==> src/rtl/store_align_buffer_if.sv <==
// Bus bundle for the store alignment buffer: MEM-stage store request, memory write port,
// load-hazard probe and fault reporting.
interface store_align_buffer_if;
    logic        st_valid;
    logic        st_ready;
    logic [1:0]  st_size;
    logic [31:0] st_addr;
    logic [31:0] st_data;
    logic        st_exc;
    logic [31:0] exc_addr;
    logic        mem_valid;
    logic        mem_ready;
    logic [31:0] mem_addr;
    logic [31:0] mem_wdata;
    logic [3:0]  mem_be;
    logic [31:0] ld_addr;
    logic        ld_hit;
    logic        empty;

    modport master (
        output st_valid, st_size, st_addr, st_data, mem_ready, ld_addr,
        input  st_ready, st_exc, exc_addr, mem_valid, mem_addr, mem_wdata, mem_be, ld_hit, empty
    );

    modport slave (
        input  st_valid, st_size, st_addr, st_data, mem_ready, ld_addr,
        output st_ready, st_exc, exc_addr, mem_valid, mem_addr, mem_wdata, mem_be, ld_hit, empty
    );
endinterface

==> src/rtl/store_align_buffer.sv <==
// Store alignment buffer: encodes sb/sh/sw into word writes with byte enables, queues them
// in a small FIFO, drains in order to memory and flags misaligned/illegal stores.
module store_align_buffer #(
    parameter int DEPTH = 2
) (
    input logic                 clk,
    input logic                 reset_n,
    store_align_buffer_if.slave bus
);
    localparam int PW = $clog2(DEPTH);
    localparam int CW = PW + 1;
    typedef logic [PW-1:0] ptr_t;

    ptr_t          wr_ptr;
    ptr_t          rd_ptr;
    logic [CW-1:0] count;
    logic [29:0]   addr_mem [DEPTH];
    logic [31:0]   data_mem [DEPTH];
    logic [3:0]    be_mem   [DEPTH];

    logic          illegal;
    logic [3:0]    enc_be;
    logic [31:0]   enc_data;
    logic          accept;
    logic          enq;
    logic          deq;
    logic          hit;
    logic          exc_q;
    logic [31:0]   exc_addr_q;
    logic          unused_ld_low;

    always_comb begin
        illegal  = 1'b0;
        enc_be   = 4'b0000;
        enc_data = bus.st_data;
        case (bus.st_size)
            2'b00: begin
                enc_be   = 4'b0001 << bus.st_addr[1:0];
                enc_data = {4{bus.st_data[7:0]}};
            end
            2'b01: begin
                illegal  = bus.st_addr[0];
                enc_be   = bus.st_addr[1] ? 4'b1100 : 4'b0011;
                enc_data = {2{bus.st_data[15:0]}};
            end
            2'b10: begin
                illegal  = |bus.st_addr[1:0];
                enc_be   = 4'b1111;
            end
            default: illegal = 1'b1;
        endcase
    end

    assign bus.st_ready  = (count < CW'(DEPTH));
    assign accept        = bus.st_valid && bus.st_ready;
    assign enq           = accept && !illegal;
    assign deq           = bus.mem_valid && bus.mem_ready;
    assign bus.mem_valid = (count != '0);
    assign bus.empty     = (count == '0);
    assign bus.mem_addr  = {addr_mem[rd_ptr], 2'b00};
    assign bus.mem_wdata = data_mem[rd_ptr];
    assign bus.mem_be    = be_mem[rd_ptr];
    assign bus.st_exc    = exc_q;
    assign bus.exc_addr  = exc_addr_q;
    assign bus.ld_hit    = hit;
    assign unused_ld_low = ^bus.ld_addr[1:0];

    // A slot is live when its distance from the head is below count (pointer wrap is modulo DEPTH).
    always_comb begin
        hit = 1'b0;
        for (int i = 0; i < DEPTH; i++) begin
            if (({1'b0, ptr_t'(ptr_t'(i) - rd_ptr)} < count) &&
                (addr_mem[i] == bus.ld_addr[31:2])) begin
                hit = 1'b1;
            end
        end
    end

    always_ff @(posedge clk or negedge reset_n) begin
        if (!reset_n) begin
            wr_ptr <= '0;
            rd_ptr <= '0;
            count  <= '0;
        end else begin
            if (enq) wr_ptr <= wr_ptr + ptr_t'(1);
            if (deq) rd_ptr <= rd_ptr + ptr_t'(1);
            case ({enq, deq})
                2'b10:   count <= count + CW'(1);
                2'b01:   count <= count - CW'(1);
                default: count <= count;
            endcase
        end
    end

    always_ff @(posedge clk or negedge reset_n) begin
        if (!reset_n) begin
            for (int i = 0; i < DEPTH; i++) begin
                addr_mem[i] <= '0;
                data_mem[i] <= '0;
                be_mem[i]   <= '0;
            end
        end else if (enq) begin
            addr_mem[wr_ptr] <= bus.st_addr[31:2];
            data_mem[wr_ptr] <= enc_data;
            be_mem[wr_ptr]   <= enc_be;
        end
    end

    // Faulting requests complete the handshake but never enter the queue.
    always_ff @(posedge clk or negedge reset_n) begin
        if (!reset_n) begin
            exc_q      <= 1'b0;
            exc_addr_q <= '0;
        end else begin
            exc_q <= accept && illegal;
            if (accept && illegal) exc_addr_q <= bus.st_addr;
        end
    end
endmodule

==> src/flat_wrapper.sv <==
// flat-port wrapper written by rule: the top's interface ports become plain ports
module store_align_buffer_flat 
#(
    parameter int DEPTH = 2
)
  (clk, reset_n, bus_st_valid, bus_st_size, bus_st_addr, bus_st_data, bus_mem_ready, bus_ld_addr, bus_st_ready, bus_st_exc, bus_exc_addr, bus_mem_valid, bus_mem_addr, bus_mem_wdata, bus_mem_be, bus_ld_hit, bus_empty);
  store_align_buffer_if bus_i ();
  input logic clk;
  input logic reset_n;
  input wire logic [$bits(bus_i.st_valid)-1:0] bus_st_valid;
  input wire logic [$bits(bus_i.st_size)-1:0] bus_st_size;
  input wire logic [$bits(bus_i.st_addr)-1:0] bus_st_addr;
  input wire logic [$bits(bus_i.st_data)-1:0] bus_st_data;
  input wire logic [$bits(bus_i.mem_ready)-1:0] bus_mem_ready;
  input wire logic [$bits(bus_i.ld_addr)-1:0] bus_ld_addr;
  output wire logic [$bits(bus_i.st_ready)-1:0] bus_st_ready;
  output wire logic [$bits(bus_i.st_exc)-1:0] bus_st_exc;
  output wire logic [$bits(bus_i.exc_addr)-1:0] bus_exc_addr;
  output wire logic [$bits(bus_i.mem_valid)-1:0] bus_mem_valid;
  output wire logic [$bits(bus_i.mem_addr)-1:0] bus_mem_addr;
  output wire logic [$bits(bus_i.mem_wdata)-1:0] bus_mem_wdata;
  output wire logic [$bits(bus_i.mem_be)-1:0] bus_mem_be;
  output wire logic [$bits(bus_i.ld_hit)-1:0] bus_ld_hit;
  output wire logic [$bits(bus_i.empty)-1:0] bus_empty;
  assign bus_i.st_valid = bus_st_valid;
  assign bus_i.st_size = bus_st_size;
  assign bus_i.st_addr = bus_st_addr;
  assign bus_i.st_data = bus_st_data;
  assign bus_i.mem_ready = bus_mem_ready;
  assign bus_i.ld_addr = bus_ld_addr;
  assign bus_st_ready = bus_i.st_ready;
  assign bus_st_exc = bus_i.st_exc;
  assign bus_exc_addr = bus_i.exc_addr;
  assign bus_mem_valid = bus_i.mem_valid;
  assign bus_mem_addr = bus_i.mem_addr;
  assign bus_mem_wdata = bus_i.mem_wdata;
  assign bus_mem_be = bus_i.mem_be;
  assign bus_ld_hit = bus_i.ld_hit;
  assign bus_empty = bus_i.empty;
  store_align_buffer #(.DEPTH(DEPTH)) u_core (.clk(clk), .reset_n(reset_n), .bus(bus_i));
endmodule
==> config.mk <==
export PLATFORM = sky130hd
export DESIGN_NAME = store_align_buffer_flat
export DESIGN_NICKNAME = d
export VERILOG_FILES = /design/src/rtl/store_align_buffer_if.sv /design/src/rtl/store_align_buffer.sv /design/src/flat_wrapper.sv
export SDC_FILE = /design/constraint.sdc
export NUM_CORES = 1
export LEC_CHECK = 0
export CORE_ASPECT_RATIO = 0.5
export CORE_UTILIZATION = 25
export DETAILED_ROUTE_END_ITERATION = 7
export GPL_TIMING_DRIVEN = 0
export HOLD_SLACK_MARGIN = 0.03
export PLACE_DENSITY = 0.44
export REMOVE_ABC_BUFFERS = 1
export SLEW_MARGIN = 20
export SYNTH_ARGS = -nofsm -noshare
export SYNTH_HDL_FRONTEND = slang
export SYNTH_SLANG_ARGS = --single-unit
==> constraint.sdc <==
create_clock -name clk -period 2.05 [get_ports clk]
set_clock_uncertainty 0.1 [all_clocks]
set_input_delay 0.41 -clock clk [delete_from_list [all_inputs] [get_ports clk]]
set_output_delay 0.41 -clock clk [all_outputs]
set_load 0.01 [all_outputs]
==> results of run 1 <==
[registers in the layout (all words and copies together), names as in the netlist]
name,cells
u_core.data_mem,64
u_core.addr_mem,60
u_core.bus.exc_addr,32
u_core.be_mem,8
u_core.count,2
u_core.bus.st_exc,1
u_core.rd_ptr,1
u_core.wr_ptr,1
[logic make-up after synthesis]
| group | synth area share |
|---|---|
| buffers and inverters | 0.0292 |
| adders and majority gates | 0.00150 |
| and+or+nand+nor | 0.0282 |
| DFF | 0.506 |
| muxes | 0.351 |
| other | 0.000449 |
| xor gates and xnor gates | 0.0682 |
| AOI/OAI and AO/OA | 0.0151 |
[per-stage QoR]
stage	worst slack, ns	setup TNS, ns
detailed placement	-1.84	-265.56
global placement	-7.17	-2101.94
floorplan	-1.72	-236.79
global route	-0.634	-27.78
CTS	-0.513	-20.70
finish	-0.517	-24.08
[worst max-delay path by stage]
stage / start / end / depth (start not counted) / slack [ns]
CTS: u_core.addr_mem[30] / bus_ld_hit / 6 / -0.51
finish: u_core.rd_ptr / bus_mem_addr[13] / 7 / -0.52
global route: u_core.addr_mem[26] / bus_ld_hit / 5 / -0.63
detailed placement: bus_st_size[0] / u_core.addr_mem[30] / 8 / -1.84
floorplan: bus_st_addr[1] / u_core.addr_mem[0] / 4 / -1.72
global placement: reset_n / u_core.addr_mem[29] / 1 / -7.17
[power by group through the flow]
stage / clock network, W / registers (W) / logic, W
after floorplan: 0 / 0.00618 / 0.00435
after global placement: 0 / 0.00628 / 0.00796
after detailed placement: 0 / 0.00626 / 0.00860
after CTS: 0.00363 / 0.00612 / 0.0101
after global routing: 0.00378 / 0.00637 / 0.0110
final: 0.00352 / 0.00613 / 0.0104
[Yosys cell counts]
library cell,count,area (sq um)
o22ai_2,1,12.5
nor2b_1,2,12.5
nand2_1,11,41.3
mux2i_1,10,100
dfrtp_1,169,4230
mux2_4,28,420
clkbuf_1,7,26.3
and2_1,1,6.26
buf_2,9,45.0
o21ai_0,13,65.1
ha_1,1,12.5
mux2_1,39,439
nand2_2,1,6.26
o21a_1,1,7.51
nand2b_1,2,12.5
o41ai_1,1,8.76
buf_4,7,52.6
nor3_1,2,10.0
xnor2_1,38,333
nor4_1,7,43.8
nand4_1,9,56.3
a21oi_1,5,25.0
conb_1,1,3.75
a21o_1,1,7.51
nor2_2,1,6.26
buf_1,3,11.3
nor2_1,5,18.8
mux2_2,175,1970
or2_2,1,6.26
inv_1,5,18.8
buf_6,8,90.1
xor2_1,27,236
nand3_1,3,15.0
[critical path, stage by stage, from the launching register on]
cell and delay (ns):
dfrtp_4 0.54, buf_12 0.15, buf_12 0.13, buf_8 0.12, buf_12 0.13, buf_6 0.11
mux2_4 0.29, buf_6 0.12
[layout by cell type (no fill, tap or decap), drive strengths merged, types with 9 or more instances in the layout]
cell           netlist  final
mux2               242    242
dfrtp              169    169
clkdlybuf4s50        0    124
buf                 27    118
xnor2               38     38
xor2                27     27
clkbuf               7     22
o21ai               13     13
nand2               12     12
mux2i               10     10
nand4                9      9
[layer usage]
layer	share of wire	routed length, um
met1	0.45	11400
met5	0	0
met2	0.52	13200
met3	0.017	433
met4	0.011	279
[area by class of cell]
class | count | area share
Clock buffer | 22 | 0.0400
Clock inverter | 10 | 0.0113
Inverter | 5 | 0.00152
Multi-Input combinational cell | 387 | 0.330
Sequential cell | 169 | 0.343
Tap cell | 432 | 0.0437
Timing Repair Buffer | 251 | 0.231
[timing repair]
item | 4_1_cts | 5_1_grt
gates resized for setup | 381 | 59
hold buffers | 1 | 0
gates cloned | 7 | 0
setup buffers | 26 | 13
pin swaps | 15 | 4
endpoints found under the hold margin | 88 | 0
endpoints found under the setup margin | 238 | 111
==> metrics.txt, run 1 <==
outcome=finished, violations left; violated checks=design-rule violations, negative setup slack; routed vias=5506; reg2reg path depth=7; Clk network pwr share=0.176; Yosys warning count=0; num rows=46; DRC Markers=8; CTS tree=built; drt via density=between 4 and 5; Placed Cells=1205; Logic pwr share=0.518; Area growth syn-to-layout=48.0%; crit path launch type=flop; Seq/Total Area, Yosys=0.506; pin count of the biggest net entering global routing=82; Design Area, Final=0.0124 sq mm; Crit. End Element=output port; Post-Syn Instances=594; clock root buffer=clkbuf_16; met3 Usage GRT=0.0274; Worst-Skew Late Latency=~0.44 ns; Net Sw Frac=0.324; busiest grt layer=met2; Setup Viol. Count Final=between 60 and 70; P_int=0.0135 W; first-pass GRT wire length=~38000 um; multi-input combinational cell area=0.00408 sq mm; Die Span Y=about 130 um; wire per inst=~20 um; worst r2r dst=u_core.data_mem[49]; Total Wirelength=25300 um; fmax=390 MHz; total net switching power=0.00648 W; IO Pins=207; Worst Path Required=between 1.5 and 2 ns; FF/Latch Area=0.00423 sq mm; Reg power frac=0.306; clock sinks=around 170; MaxCap Viol Count=0; Leak Pwr=approximately 5.4 nW; diode count=0; worst-path maximum fanout=6; Final HPWL DP=16900 um; Final #Nets=934; Mapped Area=approximately 0.0084 sq mm; total power=0.0200 W; placed inst area=0.0110 sq mm; post-synth cell types=33; Final Hold Vio Count=0; Yosys reg bits=about 170; maximum vdd drop=0.000574 V; period utilization=1.25; Non-Filler Instances=1276; Post-Syn Area per Cell=14.1 sq um; Hold WC Path Type=in -> async; Pwr per Cell Area=1620 mW/mm^2; Slew Limit Fails=0; H-tree Lvls=4; post-route ant nets=0; GRT met2 Usage=0.263; WHS=0.267 ns; CTS buffer count=17; clock tree buffer depth=2; GRT Util Overall=0.154; worst slew pin tran=approximately 0.65 ns; reg-to-reg critical path startpoint=u_core.count[1]; Core Util, Final=0.383; crit path DAT=2.06 ns; Reg clk slew, reported paths=~0.07 ns; RSZ-0062 raised after global routing=yes; share of cells above drive strength 1=0.445; vias in the first global route=5902; Initial Util=0.259; minimum clock period=about 2.6 ns; drt first-iter violations=193; R2R Setup Slk=roughly 0.13 ns; antenna violations before repair=0; TritonRoute pass-1 iters=6; fillcell total=just over 3000; die area=0.0342 sq mm; CORE AREA=0.0323 sq mm; Die Span X=roughly 260 um; M1 GR Usage=0.197; Slew HR=0.567; routability cong.=0.692; total grt overflow=0; final setup margin=-0.517 ns; CP Class=reg -> out; Port-buffer cells=202
Note: power is estimated with default switching activity, not from simulation.
==> inputs of run 2 (changes only) <==
Settings changed: PLACE_DENSITY 0.44 to unset.
==> metrics.txt, run 2 (synthesis results as in run 1) <==
Critical Path Start=u_core.rd_ptr (unchanged); fmax=393 MHz (was 390 MHz); GRT Util Overall=0.148 (was 0.154); H-tree Lvls=4 (unchanged); R2R Setup Slk=0.06 ns (was 0.13 ns); routability cong.=0.752 (was 0.692); Leak Pwr=5.36 nW (about the same); CTS tree=built (unchanged); Area growth syn-to-layout=47.3% (was 48.0%); die area=0.0342 sq mm (unchanged); reg2reg path depth=6 (was 7); crit path launch type=flop (unchanged); worst r2r dst=u_core.addr_mem[1] (was u_core.data_mem[49]); pin count of the biggest net entering global routing=66 (was 82); Logic pwr share=0.513 (was 0.518); Total Wirelength=24600 um (was 25300 um); Largest register FFs=64 (unchanged); period utilization=1.24 (was 1.25); Worst-Skew Late Latency=0.44 ns (about the same); Slew HR=0.501 (was 0.567); clock root buffer=clkbuf_16 (unchanged); maximum vdd drop=0.000781 V (was 0.000574 V); DRC Markers=6 (was 8); Final #Nets=942 (was 934); antenna violations before repair=0 (unchanged); Die Span Y=131 um (unchanged); share of cells above drive strength 1=0.446 (was 0.445); TritonRoute pass-1 iters=6 (unchanged); final setup margin=-0.493 ns (was -0.517 ns); Crit. End Element=output port (unchanged); crit path cell chain=buf_4, buf_6, buf_6, buf_6, buf_16, mux2_2, clkbuf_2 (was buf_12, buf_12, buf_8, buf_12, buf_6, mux2_4, buf_6); CP Class=reg -> out (unchanged); IO Pins=207 (unchanged); worst slew pin tran=0.747 ns (was 0.649 ns); WHS=0.349 ns (was 0.267 ns); CORE AREA=0.0323 sq mm (unchanged); CTS buffer count=17 (unchanged); drt via density=4.37 (was 4.32); first-pass GRT wire length=38000 um (was 38500 um); reg-to-reg critical path startpoint=u_core.count[1] (unchanged); routed vias=5614 (was 5506); Final Hold Vio Count=0 (unchanged); minimum clock period=2.54 ns (was 2.57 ns); Pwr per Cell Area=1600 mW/mm^2 (was 1620 mW/mm^2); vias in the first global route=6168 (was 5902); Reg clk slew, reported paths=0.07 ns (about the same); Setup Viol. Count Final=67 (unchanged); Final HPWL DP=16500 um (was 16900 um); drt first-iter violations=275 (was 193); Non-Filler Instances=1284 (was 1276); Min-Delay Startpoint=bus_st_addr[1]; worst-path maximum fanout=7 (was 6); worst path bufs/invs=6 (unchanged); clock sinks=169 (unchanged); wire per inst=19.2 um (was 19.8 um); commonest non-fill, non-tap cell in the layout=mux2_2 (was dfrtp_1); Crit path largest cell delay=0.56 ns (was 0.54 ns); Die Span X=260 um (unchanged); P_int=0.0133 W (was 0.0135 W); CP delay by family, top=buffers and inverters (unchanged); MaxCap Viol Count=0 (unchanged); num rows=46 (unchanged); total grt overflow=0 (unchanged); hold endpoint=u_core.bus.exc_addr[1]; Clk network pwr share=0.174 (was 0.176); clock tree buffer depth=2 (unchanged); critical path's slowest cell=dfrtp_4 (unchanged); Hold WC Path Type=in -> reg (was in -> async); Reg power frac=0.313 (was 0.306); diode count=0 (unchanged); commonest non-fill, non-tap cells in the layout=mux2_2 (169), dfrtp_1 (168), clkdlybuf4s50_1 (124), buf_6 (63), mux2_1 (39) (was dfrtp_1 (168), mux2_2 (160), clkdlybuf4s50_1 (124), buf_6 (66), mux2_4 (43)); crit path DAT=2.03 ns (was 2.06 ns); CP most frequent cell=buf_6 (was buf_12); largest reg by FF count=u_core.data_mem (unchanged); Net Sw Frac=0.326 (was 0.324); worst hold stages=3; Placed Cells=1205 (unchanged); total net switching power=0.00643 W (was 0.00648 W); outcome=finished, violations left (unchanged); Slew Limit Fails=0 (unchanged); TNS Setup=-20.54 ns (was -24.08 ns); RSZ-0062 raised after global routing=yes (unchanged); Worst Path Required=1.54 ns (about the same); Port-buffer cells=202 (unchanged); Initial Util=0.259 (unchanged); violated checks=design-rule violations, negative setup slack (unchanged); post-route ant nets=0 (unchanged)
==> run 2: cell types whose count changed in the layout (fill, tap and decap cells not counted), sizes merged, moves of 2 or more <==
cell,delta
dlygate4sd2,-6
buf,-4
dlymetal6s2s,+4
clkinvlp,-2
inv,+3
clkbuf,+10
==> run 2: worst max path at each step <==
| stage | endpoint | slack [ns] | cells past startpoint |
|---|---|---|---|
| floorplan | u_core.addr_mem[0] | -1.72 | 4 |
| global placement | u_core.bus.exc_addr[21] | -6.63 | 1 |
| global route | bus_ld_hit | -0.57 | 6 |
| finish | bus_mem_wdata[11] | -0.49 | 7 |
| CTS | bus_ld_hit | -0.52 | 7 |
| detailed placement | bus_ld_hit | -1.12 | 6 |
==> run 2: area by class of cell <==
type	instances	area, sq um
Fill cell	3048	20000
Sequential cell	169	4230
Multi-Input combinational cell	388	4020
Timing Repair Buffer	258	2870
Tap cell	432	541
Clock buffer	20	457
Clock inverter	12	163
Inverter	5	18.8
==> run 2: timing repair <==
action	4_1_cts	5_1_grt
pin swaps	7	8
setup endpoints to repair	201	150
endpoints found under the hold margin	45	0
resized for setup	299	103
hold buffers	1	0
cloned	8	2
setup buffers	19	23
==> run 2: power groups by stage <==
stage               clock, W  combinational [W]  sequential (W)
floorplan                  0            0.00435         0.00618
finish               0.00344             0.0101         0.00617
detailed placement         0            0.00849         0.00630
CTS                  0.00354            0.00969         0.00614
global route         0.00367             0.0107         0.00640
global placement           0            0.00792         0.00624
==> run 2: routing by layer <==
layer	global-route usage	routed length, um	vias up
li1	-	-	2605
met1	0.184	10700	2932
met3	0.0309	571	21
met2	0.259	13000	56
met4	0.0396	317	0
met5	0	0	-
==> run 2: worst reg2reg max path, cell delays in order (launching register included) <==
cell and delay, ns:
dfrtp_1 0.44, buf_4 0.18, nor2b_4 0.17, buf_4 0.15
nand3_4 0.22, buf_12 0.28, mux2_4 0.33
==> run 2: metrics by stage <==
step	power, W	setup WS, ns	area (sq um)	utilization
final	0.0197	-0.493	12300	0.381
after global routing	0.0208	-0.574	12300	0.381
after CTS	0.0194	-0.522	12100	0.374
after detailed placement	0.0148	-1.12	11000	0.339
after global placement	0.0142	-6.63	10700	0.331
after floorplan	0.0105	-1.72	8130	-
==> inputs of run 3 (changes only) <==
Settings changed: CTS_BUF_LIST set to sky130_fd_sc_hd__clkbuf_4, SETUP_SLACK_MARGIN set to 0.3.
==> metrics.txt, run 3 (synthesis results as in run 1) <==
Final HPWL DP=16500 um (unchanged); Largest register FFs=64 (unchanged); busiest grt layer=met2 (unchanged); Hold WC Path Type=in -> async (was in -> reg); M1 GR Usage=0.202 (was 0.184); Final Hold Vio Count=0 (unchanged); multi-input combinational cell area=0.00433 sq mm (was 0.00402 sq mm); clock root buffer=clkbuf_4 (was clkbuf_16); clock tree buffer depth=2 (unchanged); Placed Cells=1205 (unchanged); Final #Nets=1000 (was 942); CORE AREA=0.0323 sq mm (unchanged); Total Wirelength=26800 um (was 24600 um); Initial Util=0.259 (unchanged); final setup margin=-0.669 ns (was -0.493 ns); Die Span Y=131 um (unchanged); TritonRoute pass-1 iters=6 (unchanged); outcome=finished, violations left (unchanged); Crit. End Element=output port (unchanged); worst path bufs/invs=1 (was 6); Reg clk slew, reported paths=0.16 ns (was 0.07 ns); vias in the first global route=6531 (was 6168); maximum vdd drop=0.000462 V (was 0.000781 V); Worst Path Required=1.54 ns (about the same); Setup Viol. Count Final=232 (was 67); Die Span X=260 um (unchanged); fillcell total=2968 (was 3048); commonest non-fill, non-tap cell in the layout=dfrtp_1 (was mux2_2); DRC Markers=6 (unchanged); drt first-iter violations=292 (was 275); routability cong.=0.752 (unchanged); fmax=368 MHz (was 393 MHz); post-route ant nets=0 (unchanged); period utilization=1.33 (was 1.24); Core Util, Final=0.407 (was 0.381); CP Class=reg -> out (unchanged); crit path DAT=2.21 ns (was 2.03 ns); commonest non-fill, non-tap cells in the layout=dfrtp_1 (167), mux2_2 (136), mux2_4 (103), clkdlybuf4s50_1 (96), buf_6 (90) (was mux2_2 (169), dfrtp_1 (168), clkdlybuf4s50_1 (124), buf_6 (63), mux2_1 (39)); H-tree Lvls=4 (unchanged); GRT Util Overall=0.160 (was 0.148); clock sinks=169 (unchanged); Worst-Skew Late Latency=0.61 ns (was 0.44 ns); share of cells above drive strength 1=0.563 (was 0.446); minimum clock period=2.72 ns (was 2.54 ns); GRT met2 Usage=0.274 (was 0.259); worst slew pin tran=0.789 ns (was 0.747 ns); IO Pins=207 (unchanged); routed vias=5926 (was 5614); Area growth syn-to-layout=57.4% (was 47.3%); Leak Pwr=5.88 nW (was 5.36 nW); drt via density=4.41 (was 4.37); RSZ-0062 raised after global routing=yes (unchanged); pin count of the biggest net entering global routing=66 (unchanged); first-pass GRT wire length=40700 um (was 38000 um); total grt overflow=0 (unchanged); CTS buffer count=17 (unchanged); crit path launch type=flop (unchanged); met3 Usage GRT=0.0349 (was 0.0309); Pwr per Cell Area=1530 mW/mm^2 (was 1600 mW/mm^2); antenna violations before repair=2 (was 0); num rows=46 (unchanged); total power=0.0201 W (was 0.0197 W); TNS Setup=-54.29 ns (was -20.54 ns); crit path cell chain=xor2_1, nor4_2, nand4_1, o41ai_1, buf_2 (was buf_4, buf_6, buf_6, buf_6, buf_16, mux2_2, clkbuf_2); FF/Latch Area=0.00423 sq mm (about the same); Slew Limit Fails=0 (unchanged); largest reg by FF count=u_core.data_mem (unchanged); CP delay by family, top=simple AND/OR/NAND/NOR gates (was buffers and inverters); MaxCap Viol Count=0 (unchanged); Crit path largest cell delay=0.42 ns (was 0.56 ns); die area=0.0342 sq mm (unchanged); Port-buffer cells=202 (unchanged); violated checks=design-rule violations, negative setup slack (unchanged); Slew HR=0.474 (was 0.501); CTS tree=built (unchanged); worst-path maximum fanout=2 (was 7); Non-Filler Instances=1344 (was 1284); critical path's slowest cell=dfrtp_1 (was dfrtp_4); wire per inst=19.9 um (was 19.2 um)
-- run 3: changes by cell type in the layout (fill, tap and decap cells not counted), sizes merged, moves of 2 or more --
cell and change:
buf +88, clkdlybuf4s50 -28, dlymetal6s2s -4, clkinv +2
diode +2, dlygate4sd2 -2, nand3 +2
-- run 3: timing repair --
item	CTS	global route
cloned	22	0
endpoints found under the setup margin	267	264
pin swaps	10	5
endpoints found under the hold margin	169	0
buffers inserted	57	25
hold buffers	1	0
resized for setup	540	113
-- run 3: final timing paths --
kind | from | end | slack [ns] | cells past startpoint
min | reset_n | u_core.data_mem[16] | 0.17 | 2
max | u_core.addr_mem[6] | bus_ld_hit | -0.67 | 5
max in group asynchronous | reset_n | u_core.data_mem[14] | 0.98 | 3
max reg2reg | u_core.count[1] | u_core.addr_mem[53] | -0.25 | 11
min reg2reg | u_core.data_mem[22] | u_core.data_mem[22] | 0.42 | 1
min in group clk | bus_st_addr[14] | u_core.addr_mem[12] | 0.36 | 2
-- run 3: routing by layer --
metal  wire [um]  share of wire
met1       11800           0.44
met2       13900           0.52
met3         711          0.027
met4         384          0.014
met5           0              0
-- run 3: layout make-up --
class | instances | share of cell area
diodes | 2 | 0.000381
inverters | 5 | 0.00162
multi-input cells | 390 | 0.329
repair buffers | 314 | 0.282
clock inverters | 14 | 0.0129
flip-flops and latches | 169 | 0.322
clock buffers | 18 | 0.0103
well taps | 432 | 0.0411
-- run 3: through the flow --
stage | hold WS [ns] | area, sq um | setup slack, ns
floorplan | 0.0144 | 8130 | -1.72
global placement | 0.364 | 10700 | -6.63
detailed placement | 0.242 | 11000 | -1.12
CTS | 0.116 | 12700 | -0.753
global route | 0.133 | 13100 | -0.815
finish | 0.171 | 13100 | -0.669
-- run 3: where the power goes --
| group | switching, W | total (W) | internal (W) |
|---|---|---|---|
| Sequential | 0.00123 | 0.00622 | 0.00500 |
| Combinational | 0.00422 | 0.0117 | 0.00746 |
| Clock | 0.00128 | 0.00215 | 0.000867 |
| Total | 0.00673 | 0.0201 | 0.0133 |
